--- src/rtl/ifu_pc.sv ---
// Fetch program-counter unit: PC register, next-PC selection, fetch-address fault and fetch counter.
// Define IFU_DELAY_SLOT_EN to enable MIPS branch-delay-slot sequencing and link_addr = pc+8.
`timescale 1ns/1ps
module ifu_pc #(
  parameter logic [31:0] RESET_PC = 32'h0000_3000,
  parameter logic [31:0] IM_BASE  = 32'h0000_3000,
  parameter int unsigned IM_WORDS = 4096
) (
  input  logic        clk,
  input  logic        reset,
  input  logic        stall,
  input  logic [1:0]  npc_sel,
  input  logic        branch_taken,
  input  logic [15:0] imm16,
  input  logic [25:0] instr_index,
  input  logic [31:0] jr_target,
  output logic [31:0] pc,
  output logic [31:0] pc_plus4,
  output logic [31:0] link_addr,
  output logic        fault,
  output logic [31:0] fault_addr,
  output logic [31:0] fetch_count
);

  // One-past-the-end of the instruction memory, widened so it cannot wrap.
  localparam logic [32:0] IM_LIMIT = {1'b0, IM_BASE} + (33'(IM_WORDS) << 2);

  typedef enum logic [1:0] {
    ST_RUN   = 2'd0,
    ST_FAULT = 2'd1,
    ST_SLOT  = 2'd2
  } state_t;

  state_t             state;
  logic signed [31:0] imm_sx;
  logic signed [31:0] br_off;
  logic [31:0]        br_tgt;
  logic [31:0]        j_tgt;
  logic [31:0]        cand;
  logic               taken;
  logic               cand_ok;
  logic               seq_ok;

  function automatic logic addr_ok(input logic [31:0] a);
    return (a[1:0] == 2'b00) && (a >= IM_BASE) && ({1'b0, a} < IM_LIMIT);
  endfunction

  assign pc_plus4 = pc + 32'd4;
  assign imm_sx   = {{16{imm16[15]}}, imm16};
  assign br_off   = imm_sx <<< 2;
  assign br_tgt   = pc_plus4 + br_off;
  assign j_tgt    = {pc_plus4[31:28], instr_index, 2'b00};

`ifdef IFU_DELAY_SLOT_EN
  assign link_addr = pc + 32'd8;
`else
  assign link_addr = pc_plus4;
`endif

  always_comb begin
    taken = 1'b0;
    cand  = pc_plus4;
    unique case (npc_sel)
      2'b00: cand = pc_plus4;
      2'b01: begin
        taken = branch_taken;
        cand  = branch_taken ? br_tgt : pc_plus4;
      end
      2'b10: begin
        taken = 1'b1;
        cand  = j_tgt;
      end
      default: begin
        taken = 1'b1;
        cand  = jr_target;
      end
    endcase
  end

  assign cand_ok = addr_ok(cand);
  assign seq_ok  = addr_ok(pc_plus4);

`ifdef IFU_DELAY_SLOT_EN
  logic [31:0] pending;

  always_ff @(posedge clk or negedge reset) begin
    if (!reset) begin
      state       <= ST_RUN;
      pc          <= RESET_PC;
      fault       <= 1'b0;
      fault_addr  <= 32'd0;
      fetch_count <= 32'd0;
      pending     <= 32'd0;
    end else if (!stall) begin
      unique case (state)
        ST_RUN: begin
          if (!cand_ok) begin
            fault      <= 1'b1;
            fault_addr <= cand;
            state      <= ST_FAULT;
          end else if (taken && !seq_ok) begin
            // Target is fine but the delay-slot fetch itself would leave memory.
            fault      <= 1'b1;
            fault_addr <= pc_plus4;
            state      <= ST_FAULT;
          end else if (taken) begin
            pending     <= cand;
            pc          <= pc_plus4;
            fetch_count <= fetch_count + 32'd1;
            state       <= ST_SLOT;
          end else begin
            pc          <= cand;
            fetch_count <= fetch_count + 32'd1;
          end
        end
        ST_SLOT: begin
          pc          <= pending;
          fetch_count <= fetch_count + 32'd1;
          state       <= ST_RUN;
        end
        default: ;
      endcase
    end
  end
`else
  always_ff @(posedge clk or negedge reset) begin
    if (!reset) begin
      state       <= ST_RUN;
      pc          <= RESET_PC;
      fault       <= 1'b0;
      fault_addr  <= 32'd0;
      fetch_count <= 32'd0;
    end else if (!stall) begin
      unique case (state)
        ST_RUN: begin
          if (cand_ok) begin
            pc          <= cand;
            fetch_count <= fetch_count + 32'd1;
          end else begin
            fault      <= 1'b1;
            fault_addr <= cand;
            state      <= ST_FAULT;
          end
        end
        default: ;
      endcase
    end
  end
`endif

endmodule
--- config.mk ---
export PLATFORM = sky130hd
export DESIGN_NAME = ifu_pc
export DESIGN_NICKNAME = d
export VERILOG_FILES = /design/src/rtl/ifu_pc.sv
export SDC_FILE = /design/constraint.sdc
export NUM_CORES = 1
export LEC_CHECK = 0
export BUFFER_PORTS_ARGS = -buffer_cell sky130_fd_sc_hd__buf_2
export CAP_MARGIN = 10
export CORE_MARGIN = 3
export CORE_UTILIZATION = 45
export DETAILED_ROUTE_END_ITERATION = 16
export GPL_ROUTABILITY_DRIVEN = 0
export PLACE_DENSITY_LB_ADDON = 0.05
export SETUP_SLACK_MARGIN = 0.2
export SKIP_LAST_GASP = 1
export SLEW_MARGIN = 25
export SYNTH_ARGS = -nofsm -noshare
export SYNTH_HDL_FRONTEND = slang
export SYNTH_SLANG_ARGS = --single-unit
--- constraint.sdc ---
create_clock -name clk -period 4.53 [get_ports clk]
set_clock_uncertainty 0.15 [all_clocks]
set_input_delay 1.359 -clock clk [delete_from_list [all_inputs] [get_ports clk]]
set_output_delay 1.359 -clock clk [all_outputs]
set_load 0.01 [all_outputs]
==> results.yml <==
drt:
  wl_per_cell_um: 19.09
  dr.pass1.iters: 9
  drt_wl_total_um: 29390
  viasPerCell: 5.538
  via_count: 8529
  ant_nets: 0
  drc: 0
  drtIter0Drc: 535
global_routing:
  grt_pass1_wl_um: 43340
  grt_pass1_vias: 8168
  overflow: 0
  grt_start_max_net_pins: 71
  grt.total_usage_pct: 30.02
  grt_antenna_before_repair: 0
pwr:
  p_switching_uw: 621.7
  p_per_area_mw_per_mm2: 179.7
  peakVddDrop_mv: 0.2555
  p_leak_uw: 0.006147
  finalPower_uw: 2191
  p_seq_share_pct: 42.3
  p_int_uw: 1569
  combPwrFrac_pct: 23.3
  clkPwrFrac_pct: 34.5
  switching_share_pct: 28.38
worst_setup_path:
  worst-path-max-fanout: 15
  critPathArrivalTime_ns: 4.88
  cp-start-kind: "primary input"
  end_kind: "flop"
  ff2ff_setup_slack_ns: -0.27
  cp_data_required_time_ns: 4.61
  criticalPathCategory: "primary input to flop"
sta:
  setup_viol: 90
  fin_crit_sh_pct: 106.1
  period_needed_ns: 4.804
  slew_headroom_pct: 39.32
  tightest_slew_ns: 0.9103
  finalMaxSlewViolations: 0
  whs_ns: 0.3270
  worst_slack_ns: -0.2743
  hold_viol_final: 0
  rsz0062_at_grt: "true"
  fmax_mhz: 208.1
floorplanning:
  start_util_pct: 46.24
  die_w_um: 136.8
  rows: 47
  io_pins: 241
  core_area_mm2: 0.01664
  die-area_mm2: 0.01870
  die_h_um: 136.8
outcome:
  violations: "setup timing"
  status: "complete, but fails checks"
clock_network:
  cts_max_path_buffers: 2
  clock-sinks: 97
  cts_buffers: 9
  cts_tree: "done"
  path_clk_slew_ns: 0.07
  h-tree-depth: 3
  cts_root_buf: "clkbuf_16"
  worstSkewPairLatency_ns: 0.34
finish:
  antenna_cells: 0
  finish.net_count: 1431
  fill_cells: 1251
  drive_gt1_share_pct: 54.02
  fin_cells: 1540
  area_delta_synth_final_pct: 58.47
logic_synthesis:
  synth.top_cell.area_share_pct: 30.89
  synth-edff-count: 0
  synth.largest_area_cell: "dfrtp_1"
  yosysSeqAreaShare_pct: 31.58
  syn_avg_cell_area_um2: 8.948
  yosys_warnings: 0
  ys_top_cells_by_count: "dfrtp_1 (95), nand2_1 (70), nor2_1 (50)"
  synth.distinct_cells: 79
  syn-cell-area_mm2: 0.007695
  ys_ff_latch: 97
  syn_nets: 976
  synth_area_leaders: "dfrtp_1 (31%), mux2_2 (5.7%), ha_1 (5.7%)"
  yosysMostFrequentCell: "dfrtp_1"
  synth-async-reset-ratio_pct: 100.0
  synthFlopType: "dfrtp_1"
  syn_inst: 860
placed_design:
  port_buffers: 240
  dp_slack_ns: -0.6322
  place_inst: 1473
  hpwl_um: 22490
flow_run:
  maxCapViolations: 0
hold_path:
  hold_path.class: "flop to flop"
[layout make-up]
cell class	instances	area, um^2	area share, %
clock inverters	6	68.82	0.5643
well taps	220	275.3	2.257
inverters	32	120.1	0.9850
flip-flops and latches	97	2431	19.94
multi-input cells	658	5608	45.99
repair buffers	517	3462	28.39
clock buffers	10	229.0	1.878
[cells in the final DEF (no fill, tap or decap), drive strengths merged, types with 26 or more instances in the layout]
cell type,count
nor2,51
a21oi,49
inv,32
buf,516
ha,35
dfrtp,95
mux2,39
xnor2,44
xor2,26
nand4,35
mux2i,26
nand2,70
nand3,39
[critical path: stages]
cell and delay [ns]:
buf_2 0.29, buf_4 0.21, ha_1 0.29, a21oi_2 0.18
o21a_1 0.18, buf_4 0.12, o211ai_1 0.14, or4_1 0.50
and3b_2 0.25, a211oi_2 0.21, buf_4 0.16, nand3_2 0.09
nor3_4 0.23, nor2_2 0.06, buf_4 0.15, buf_16 0.15
mux2_2 0.28
[flip-flops by register name (all words and copies together), names as in the netlist]
| register | flops |
|---|---|
| fault_addr | 32 |
| fault | 1 |
| fetch_count | 32 |
| pc | 32 |
[metrics by stage]
step	instance area [um^2]	setup TNS, ns	utilization [%]
after detailed placement	10780	-44.31	64.76
after global routing	12190	-35.66	73.27
after floorplan	8021	-0.6795	-
after CTS	11680	-16.06	70.19
after global placement	10780	-42.20	64.76
final	12190	-17.07	73.27
[cells by family (layout without fill, tap and decap cells)]
logic type	Yosys count	in the layout	share of synthesized area, %
adders and majority gates	36	36	5.951
AOI/OAI and AO/OA	182	182	16.68
muxes	65	65	9.089
DFF	97	97	31.58
buffers and inverters	105	565	7.187
and+or+nand+nor	305	305	21.54
xor gates and xnor gates	70	70	7.968
[metal layers]
| metal | up-vias | global-route usage, % | routed length (um) |
|---|---|---|---|
| li1 | 4032 | - | - |
| met1 | 4010 | 37.44 | 11680 |
| met2 | 402 | 50.93 | 14260 |
| met3 | 85 | 6.103 | 2288 |
| met4 | 0 | 11.76 | 1160 |
| met5 | - | 0 | 0 |
[path summary, 6_finish.rpt]
check,endpoint,depth (start not counted),startpoint
min reg2reg,fetch_count[31]$_DFFE_PN0P_,1,fetch_count[31]$_DFFE_PN0P_
max reg2reg,fault_addr[21]$_DFFE_PN0P_,23,pc[13]$_DFFE_PN1P_
max in group asynchronous,pc[13]$_DFFE_PN1P_,2,reset
min,fetch_count[31]$_DFFE_PN0P_,1,fetch_count[31]$_DFFE_PN0P_
max,fault_addr[21]$_DFFE_PN0P_,17,imm16[15]
min in group asynchronous,fetch_count[27]$_DFFE_PN0P_,1,reset
[power by group through the flow]
stage | logic, uW | registers, uW | clock network [uW]
6_report | 510 | 926 | 755
3_5_place_dp | 464 | 941 | 0
4_1_cts | 482 | 925 | 771
5_1_grt | 548 | 930 | 807
3_3_place_gp | 460 | 940 | 0
2_1_floorplan | 197 | 957 | 0
[what timing repair did]
item,in CTS,in global routing
hold buffers,0,0
resized for setup,61,63
buffers inserted,27,20
cloned,4,0
pin swaps,48,43
endpoints found under the setup margin,97,97
(Power assumes the default switching activity.)
